==> config.mk <==
export PLATFORM = sky130hd
export DESIGN_NAME = bno055_sample_ring_master
export DESIGN_NICKNAME = d
export VERILOG_FILES = /design/src/rtl/bno055_ring_pkg.sv /design/src/rtl/bno055_sample_fifo.sv /design/src/rtl/bno055_sample_ring_master.sv
export SDC_FILE = /design/constraint.sdc
export NUM_CORES = 1
export LEC_CHECK = 0
export BUFFER_PORTS_ARGS = -buffer_cell sky130_fd_sc_hd__buf_2
export CAP_MARGIN = 20
export CORE_MARGIN = 2
export CORE_UTILIZATION = 45
export CTS_BUF_LIST = sky130_fd_sc_hd__clkbuf_8
export CTS_CLUSTER_DIAMETER = 50
export CTS_CLUSTER_SIZE = 12
export DETAILED_ROUTE_END_ITERATION = 12
export PLACE_DENSITY_LB_ADDON = 0.12
export SYNTH_ARGS = -nofsm -noshare
export SYNTH_HDL_FRONTEND = slang
export SYNTH_SLANG_ARGS = --single-unit
export TNS_END_PERCENT = 20
==> constraint.sdc <==
create_clock -name clk -period 7.3 [get_ports clk]
set_input_delay 0.365 -clock clk [delete_from_list [all_inputs] [get_ports clk]]
set_output_delay 0.365 -clock clk [all_outputs]
set_load 0.01 [all_outputs]
==> src/rtl/bno055_ring_pkg.sv <==
// Shared types and helpers for the BNO055 sample ring master:
// FSM state encoding, latency counter sizing, byteenable constant.
package bno055_ring_pkg;

   typedef enum logic [1:0] {
      ST_IDLE,
      ST_WRITE,
      ST_READ,
      ST_RD_WAIT
   } state_t;

   localparam int BE_MAX = 64;
   localparam logic [BE_MAX-1:0] BE_ONES = '1;

   function automatic int lat_cnt_w(input int lat);
      return (lat < 2) ? 1 : $clog2(lat + 1);
   endfunction

endpackage

==> src/rtl/bno055_sample_fifo.sv <==
// Synchronous sample FIFO, {byteenable, data} per entry,
// pointers carry an extra wrap bit to tell full from empty.
module bno055_sample_fifo
#(
   parameter int W     = 36,
   parameter int DEPTH = 8,
   localparam int AW   = $clog2(DEPTH)
) (
   input  logic         clk,
   input  logic         reset,
   input  logic         i_push,
   input  logic [W-1:0] i_data,
   input  logic         i_pop,
   output logic [W-1:0] o_data,
   output logic         o_full,
   output logic         o_empty
);

   logic [W-1:0] r_mem [DEPTH];
   logic [AW:0]  r_wp;
   logic [AW:0]  r_rp;
   logic         w_wr;
   logic         w_rd;

   assign o_empty = (r_wp == r_rp);
   assign o_full  = (r_wp[AW] != r_rp[AW]) &&
                    (r_wp[AW-1:0] == r_rp[AW-1:0]);
   assign w_wr    = i_push & ~o_full;
   assign w_rd    = i_pop & ~o_empty;
   assign o_data  = r_mem[r_rp[AW-1:0]];

   always_ff @(posedge clk or posedge reset) begin
      if (reset) begin
         r_wp <= '0;
         r_rp <= '0;
      end else begin
         if (w_wr) r_wp <= r_wp + (AW+1)'(1);
         if (w_rd) r_rp <= r_rp + (AW+1)'(1);
      end
   end

   always_ff @(posedge clk) begin
      if (w_wr) r_mem[r_wp[AW-1:0]] <= i_data;
   end

endmodule

==> src/rtl/bno055_sample_ring_master.sv <==
// Avalon-MM master: streams BNO055 samples into a RAM ring
// and serves single-word readbacks with fixed read latency.
module bno055_sample_ring_master
   import bno055_ring_pkg::*;
#(
   parameter int ADDR_W     = 11,
   parameter int DATA_W     = 32,
   parameter int BASE_WORD  = 0,
   parameter int RING_WORDS = 256,
   parameter int FIFO_DEPTH = 8,
   parameter int RD_LAT     = 1,
   localparam int BE_W      = DATA_W / 8,
   localparam int IDX_W     = $clog2(RING_WORDS)
) (
   input  logic              clk,
   input  logic              reset,
   input  logic              s_valid,
   output logic              s_ready,
   input  logic [DATA_W-1:0] s_data,
   input  logic [BE_W-1:0]   s_be,
   input  logic              rd_req,
   output logic              rd_ready,
   input  logic [IDX_W-1:0]  rd_index,
   output logic              rd_valid,
   output logic [DATA_W-1:0] rd_data,
   output logic [ADDR_W-1:0] avm_address,
   output logic [BE_W-1:0]   avm_byteenable,
   output logic              avm_chipselect,
   output logic              avm_write,
   output logic              avm_read,
   output logic [DATA_W-1:0] avm_writedata,
   input  logic [DATA_W-1:0] avm_readdata,
   input  logic              avm_waitrequest,
   output logic [IDX_W-1:0]  wr_ptr,
   output logic              wrapped
);

   localparam int CNT_W = lat_cnt_w(RD_LAT);
   localparam logic [ADDR_W-1:0] BASE_A = ADDR_W'(BASE_WORD);

   state_t                 r_state;
   state_t                 w_next;
   logic [IDX_W-1:0]       r_wr_ptr;
   logic [IDX_W-1:0]       r_rd_idx;
   logic                   r_wrapped;
   logic                   r_pend;
   logic                   r_rd_valid;
   logic [DATA_W-1:0]      r_rd_data;
   logic [CNT_W-1:0]       r_cnt;
   logic                   w_push;
   logic                   w_full;
   logic                   w_empty;
   logic [DATA_W+BE_W-1:0] w_head;
   logic                   w_wr_acc;
   logic                   w_rd_acc;
   logic                   w_last;
   logic                   w_rd_take;

   assign s_ready   = ~reset & ~w_full;
   assign rd_ready  = ~reset & ~r_pend & ~r_rd_valid;
   assign w_push    = s_valid & s_ready;
   assign w_rd_take = rd_req & rd_ready;
   assign rd_valid  = r_rd_valid;
   assign rd_data   = r_rd_data;
   assign wr_ptr    = r_wr_ptr;
   assign wrapped   = r_wrapped;

   bno055_sample_fifo #(
      .W     (DATA_W + BE_W),
      .DEPTH (FIFO_DEPTH)
   ) u_fifo (
      .clk     (clk),
      .reset   (reset),
      .i_push  (w_push),
      .i_data  ({s_be, s_data}),
      .i_pop   (w_wr_acc),
      .o_data  (w_head),
      .o_full  (w_full),
      .o_empty (w_empty)
   );

   always_comb begin
      w_next         = r_state;
      w_wr_acc       = 1'b0;
      w_rd_acc       = 1'b0;
      w_last         = 1'b0;
      avm_address    = '0;
      avm_byteenable = '0;
      avm_chipselect = 1'b0;
      avm_write      = 1'b0;
      avm_read       = 1'b0;
      avm_writedata  = '0;
      unique case (r_state)
         ST_IDLE: begin
            if (r_pend)        w_next = ST_READ;
            else if (!w_empty) w_next = ST_WRITE;
         end
         ST_WRITE: begin
            avm_chipselect = 1'b1;
            avm_write      = 1'b1;
            avm_address    = BASE_A + ADDR_W'(r_wr_ptr);
            avm_writedata  = w_head[DATA_W-1:0];
            avm_byteenable = w_head[DATA_W +: BE_W];
            if (!avm_waitrequest) begin
               w_wr_acc = 1'b1;
               w_next   = ST_IDLE;
            end
         end
         ST_READ: begin
            avm_chipselect = 1'b1;
            avm_read       = 1'b1;
            avm_address    = BASE_A + ADDR_W'(r_rd_idx);
            avm_byteenable = BE_ONES[BE_W-1:0];
            if (!avm_waitrequest) begin
               w_rd_acc = 1'b1;
               w_next   = ST_RD_WAIT;
            end
         end
         ST_RD_WAIT: begin
            if (r_cnt == CNT_W'(1)) begin
               w_last = 1'b1;
               w_next = ST_IDLE;
            end
         end
      endcase
   end

   always_ff @(posedge clk or posedge reset) begin
      if (reset) begin
         r_state    <= ST_IDLE;
         r_wr_ptr   <= '0;
         r_rd_idx   <= '0;
         r_wrapped  <= 1'b0;
         r_pend     <= 1'b0;
         r_rd_valid <= 1'b0;
         r_rd_data  <= '0;
         r_cnt      <= '0;
      end else begin
         r_state    <= w_next;
         r_rd_valid <= w_last;
         if (w_rd_take) begin
            r_pend   <= 1'b1;
            r_rd_idx <= rd_index;
         end else if (w_last) begin
            r_pend   <= 1'b0;
         end
         if (w_wr_acc) begin
            r_wr_ptr <= r_wr_ptr + IDX_W'(1);
            if (&r_wr_ptr) r_wrapped <= 1'b1;
         end
         // counter runs only while waiting on the slave's q
         if (w_rd_acc)
            r_cnt <= CNT_W'(RD_LAT);
         else if (r_state == ST_RD_WAIT)
            r_cnt <= r_cnt - CNT_W'(1);
         if (w_last) r_rd_data <= avm_readdata;
      end
   end

endmodule
; ---- After elaboration in Yosys (flattened, before gate mapping)
; Memories as Yosys holds them, arrays and structs flattened.
; Index checks and enable logic that the tools add are counted.
[totals]
regBits = 62
ram_bits = 288
inputBits = 81
word_cells = 67
n_memories = 1
[op_classes]
addsub = 4
n_eq_ne = 10
n_mux = 23
n_bitwise = 12
n_reduce_logical = 7
[memory_table]
columns = name, depth, width, read_ports, rd_ports_with_merged_regs, wr, line
row1 = u_fifo.r_mem, 8, 36, 1, 0, 1, bno055_sample_fifo.sv:19  ; logic [W-1:0] r_mem [DEPTH];
[ops]
columns = op, count
row1 = 32-bit 2-to-1 mux, 1
row2 = 8-bit one-hot mux with 2 select lines, 1
row3 = 1-bit 2-to-1 mux, 14
row4 = 2-bit 2-to-1 mux, 5
row5 = 9-bit AND reduction, 1
row6 = "4-bit by 1-bit adder with 4-bit output, second input constant", 2
row7 = "8-bit by 1-bit adder with 8-bit output, second input constant", 1
row8 = 2-bit one-hot mux with 4 select lines, 1
row9 = 4-bit one-hot mux with 2 select lines, 1
row10 = 1-bit AND, 7
row11 = "2-bit != test, second input constant", 3
row12 = 1-bit inverter, 5
row13 = "2-bit == test, second input constant", 2
row14 = 4-bit == test, 1
row15 = 4-bit AND reduction, 1
row16 = 2-bit nonzero test, 2
row17 = 3-bit == test, 1
row18 = "3-bit != test, second input constant", 1
row19 = "2-bit by 1-bit == test with 1-bit output, second input constant", 1
row20 = 2-bit logical NOT, 1
row21 = 2-bit OR reduction, 1
row22 = 1-bit logical AND, 1
row23 = 1-bit != test, 1
row24 = "1-bit subtractor, second input constant", 1

; ---- Logic depth before layout (Yosys ltp)
[logic_depth]
word_depth = 8
mapped_depth = 8
ltp_nobuf = 6

; ---- By module
; Synthesis repeated with hierarchy kept, for this count alone.
[unflattened]
cells_unflattened = 692
area_unflattened_um2 = 14123.5
[modules_own_cells]
columns = module, n_inst, cells_each, area_each_um2, seq_area_each_um2
row1 = bno055_sample_fifo, 1, 476, 11468.5, 8848.5
row2 = bno055_sample_ring_master, 1, 216, 2655.0, 1351.3

; ---- Least setup slack after synthesis
; Ideal clock, no wire load.
[synth_timing]
path_type = register to register
start = register u_fifo.r_wp[2]
end = memory u_fifo.r_mem[0][0] (enable)
setup_ns = 0.474
arrival_ns = 3.607
t_required_ns = 6.826
slack_ns = 3.219
path_stages_with_launch = 6
cell_sequence = dfrtp_1 buf_2 xnor2_2 a41oi_2 nand2b_1 nor3_1
[synth_via]
elab_chain_len = 8
[synth_rtl]
columns = element, line
row1 = "start, declared", bno055_sample_fifo.sv:20  ; logic [AW:0] r_wp;
row2 = "start signal, assigned", bno055_sample_fifo.sv:37  ; if (w_wr) r_wp <= r_wp + (AW+1)'(1);
row3 = 3-bit == test, bno055_sample_fifo.sv:27  ; (r_wp[AW-1:0] == r_rp[AW-1:0]);
row4 = 1-bit logical AND, bno055_sample_fifo.sv:26  ; assign o_full = (r_wp[AW] != r_rp[AW]) &&
row5 = 1-bit inverter, "bno055_sample_fifo.sv:28, bno055_sample_ring_master.sv:59"
row6 = 1-bit AND, bno055_sample_ring_master.sv:59  ; assign s_ready = ~reset & ~w_full;
row7 = 1-bit AND, bno055_sample_ring_master.sv:61  ; assign w_push = s_valid & s_ready;
row8 = 1-bit AND, bno055_sample_fifo.sv:28  ; assign w_wr = i_push & ~o_full;
row9 = 1-bit 2-to-1 mux, bno055_sample_fifo.sv:43  ; if (w_wr) r_mem[r_wp[AW-1:0]] <= i_data;
row10 = 1-bit 2-to-1 mux (not written as such), bno055_sample_fifo.sv:43
row11 = "end, declared", bno055_sample_fifo.sv:19
; Several ways; a longest one is shown, not always the timed one.

; ---- Worst setup path in the final report
[layout_timing]
start = register u_fifo.r_rp[0]
end = output avm_writedata[4]
[layout_via]
elab_chain_len = 2
[layout_rtl]
columns = element, line
row1 = "start, declared", bno055_sample_fifo.sv:21  ; logic [AW:0] r_rp;
row2 = "start signal, assigned", bno055_sample_fifo.sv:38  ; if (w_rd) r_rp <= r_rp + (AW+1)'(1);
row3 = memory 8 x 36 bit, n/a
row4 = 32-bit 2-to-1 mux, bno055_sample_ring_master.sv:93  ; unique case (r_state)
row5 = "end, declared", bno055_sample_ring_master.sv:31  ; output logic [DATA_W-1:0] avm_writedata,
; Every way passes these cells.

==> flow_summary_export.csv <==
group,metric,value,unit
run_status,status,"complete, no violations",
floorplanning,dieArea,32200,um2
critical_path,cp.arrival,3.43,ns
route,drtAntennaViolNets,0,
floorplanning,num_rows,64,
grt,antenna_found_initial,1,
placement,place_congestion,0.775,
critical_path,critPathMaxFanout,44,
cts,insertion_delay,0.55,ns
timing,relSlewSlack,25.8,%
placement,pre_cts_ws,3.89,ns
critical_path,end_kind,"output pin",
critical_path,path_cells,"buf_4 > mux4_2 > mux2i_1 > nor2b_1 > buf_2",
synth,synth_xor_area_share,1.24,%
floorplanning,coreArea,30400,um2
cells_and_area,post-route-util,52.3,%
synth,syn_inst,683,
timing,fmax,264,MHz
route,via_count,6941,
critical_path,slowest_delay,1.03,ns
power,ir_drop,0.000285,V
cells_and_area,final_cells,1292,
critical_path,path_delay_family,"flip-flops",
placement,dp_cells,1228,
synth,syn_area_per_cell,20.3,um2
cells_and_area,final_cell_area,15900,um2
synth,synth.mux.area_fraction,17.6,%
cts,cts_tree,"yes",
cts,cts-root-buf,"clkbuf_8",
route,drcViolationCount,0,
placement,dpl-instance-area,15100,um2
cts,cts_buffers,40,
synth,ys_types,41,
critical_path,cp_slowest_cell,"dfrtp_4",
floorplanning,die_width,179,um
placement,io_buffer_count,171,
timing,period_share,51.9,%
cts,cts_sinks,350,
grt,grt_pass1_vias,7399,
synth,synth_top_flop_cell,"edfxtp_1",
synth,synth_compound_area_share,1.49,%
cells_and_area,layout.nets,967,
power,power_density,371,nW/um2
cells_and_area,drive_above_1_share,41.5,%
timing,tightestPinTransition,1.11,ns
power,p_total,5.90,mW
critical_path,worstSetupPathType,"register to output pin",
grt,grt_max_degree,71,
timing,slew_viol_final,0,
synth,synth-simple-area-share,3.30,%
timing,min_period,3.79,ns
timing,hold_ws,0.0387,ns
cells_and_area,area_growth,15.0,%
synth,synth_seq_cells,350,
floorplanning,die_h,179,um
route,drt_iter0_drc,354,
route,wl,28300,um
cells_and_area,final_common_cell,"edfxtp_1",
grt,grt_usage,17.6,%
synth,synth-edff-count,288,
timing,skew,0.0142,ns
grt,grt_pass1_wl,43600,um
placement,dp_hpwl,16300,um
cts,ctsHtreeMaxLevel,2,
route,drtPass1Iterations,4,
synth,synthesis.area,13800,um2
flow_run,drv_cap,0,
synth,async_flop_share,17.7,%
cts,cts_buffer_depth,3,
synth,synth_top_family_by_area,"multiplexers",
timing,rsz0062_at_grt,"no",
cells_and_area,mostFrequentLayoutCells,"edfxtp_1, buf_2, mux4_2",
route,routed_via_density,5.37,
cells_and_area,fill_cells,2459,
power,p_leak,5.77,nW
synth,yosysWarningCount,0,
hold_path,hold_path_class,"input pin to register",
floorplanning,ioPinCount,175,
grt,grt.overflow.total,0,
synth,ys_seq_area_share,73.7,%
cts,clk_pin_slew,0.08,ns
timing,fin_ws,3.51,ns
route,wl_per_cell,21.9,um
critical_path,crit_path_start_kind,"register",
critical_path,worst-endpoint-required,6.93,ns
critical_path,critPathBufInv,2,
timing,finalSetupTns,0,ns
timing,final-setup-viol-count,0,
timing,hold_viol_final,0,
synth,synthAdderAreaFrac,0.723,%
floorplanning,start_util,45.5,%
Yosys cell counts, drive strengths merged (3+ instances only):
| master | number | area, um2 |
|---|---|---|
| edfxtp | 288 | 8650 |
| mux4 | 68 | 1530 |
| dfrtp | 62 | 1550 |
| mux2 | 43 | 484 |
| mux2i | 42 | 420 |
| nor2b | 42 | 263 |
| buf | 28 | 210 |
| a22oi | 12 | 90.1 |
| xnor2 | 12 | 128 |
| clkbuf | 10 | 37.5 |
| nor2 | 10 | 37.5 |
| ha | 8 | 100 |
| nand2 | 7 | 26.3 |
| inv | 6 | 22.5 |
| o21ai | 6 | 30.0 |
| nand2b | 5 | 31.3 |
| xor2 | 5 | 43.8 |
| a21oi | 4 | 20.0 |
| nand3 | 4 | 20.0 |
| nor3 | 3 | 15.0 |
kinds of logic after synthesis:
logic type	after synthesis
DFF	350
xor gates and xnor gates	17
adders and majority gates	8
AOI/OAI and AO/OA	29
muxes	153
and+or+nand+nor	80
other	1
buffers and inverters	45
path summary, 6_finish.rpt:
path | from | end | slack (ns) | depth (start not counted)
max | u_fifo.r_rp[0] | avm_writedata[4] | 3.51 | 5
min | avm_readdata[22] | rd_data[22] | 0.04 | 2
max reg2reg | u_fifo.r_rp[1] | u_fifo.r_mem[2][10] | 3.91 | 5
min reg2reg | wrapped | wrapped | 0.49 | 1
max in group asynchronous | reset | r_rd_idx[7] | 6.11 | 4
min in group asynchronous | reset | u_fifo.r_wp[0] | 0.30 | 3
where the power goes:
part | total (mW) | switching, mW | internal, mW
registers | 2.77 | 0.307 | 2.46
logic | 1.82 | 0.877 | 0.942
clock network | 1.31 | 0.676 | 0.634
total | 5.90 | 1.86 | 4.04
registers in the layout, indices dropped and copies added (netlist names):
signal / count
u_fifo.r_mem: 288
rd_data: 32
r_rd_idx: 8
wr_ptr: 8
u_fifo.r_rp: 4
u_fifo.r_wp: 4
r_state: 2
r_cnt: 1
r_pend: 1
rd_valid: 1
wrapped: 1
metal layers:
| layer | vias up | track usage (%) | routed length (um) |
|---|---|---|---|
| li1 | 3071 | - | - |
| met1 | 3581 | 23.8 | 12200 |
| met2 | 232 | 29.0 | 13800 |
| met3 | 57 | 3.53 | 1570 |
| met4 | 0 | 5.56 | 696 |
| met5 | - | 0 | 0 |
area by class of cell:
| class | instances | area (um2) | area share [%] |
|---|---|---|---|
| Sequential cell | 350 | 10200 | 64.1 |
| Multi-Input combinational cell | 290 | 3430 | 21.6 |
| Timing Repair Buffer | 189 | 1010 | 6.35 |
| Clock buffer | 41 | 564 | 3.54 |
| Tap cell | 396 | 495 | 3.11 |
| Clock inverter | 18 | 181 | 1.14 |
| Inverter | 7 | 26.3 | 0.165 |
| Antenna cell | 1 | 2.50 | 0.0157 |
worst register-to-register path: cells and delay by family, from the launching register on:
family | cells | cell delay [ns]
AND/OR/NAND/NOR | 2 | 0.89
flip-flops | 1 | 1.16
XOR/XNOR | 1 | 0.18
AO/OA/AOI/OAI | 1 | 0.37
buffers and inverters | 1 | 0.45
what timing repair did:
| item | in CTS | in global routing |
|---|---|---|
| resized for setup | 0 | 0 |
| hold buffers | 3 | 0 |
| setup endpoints to repair | 0 | 0 |
| endpoints found under the hold margin | 10 | 0 |
| buffers inserted | 0 | 0 |
Power figures use the tool's default switching activity.
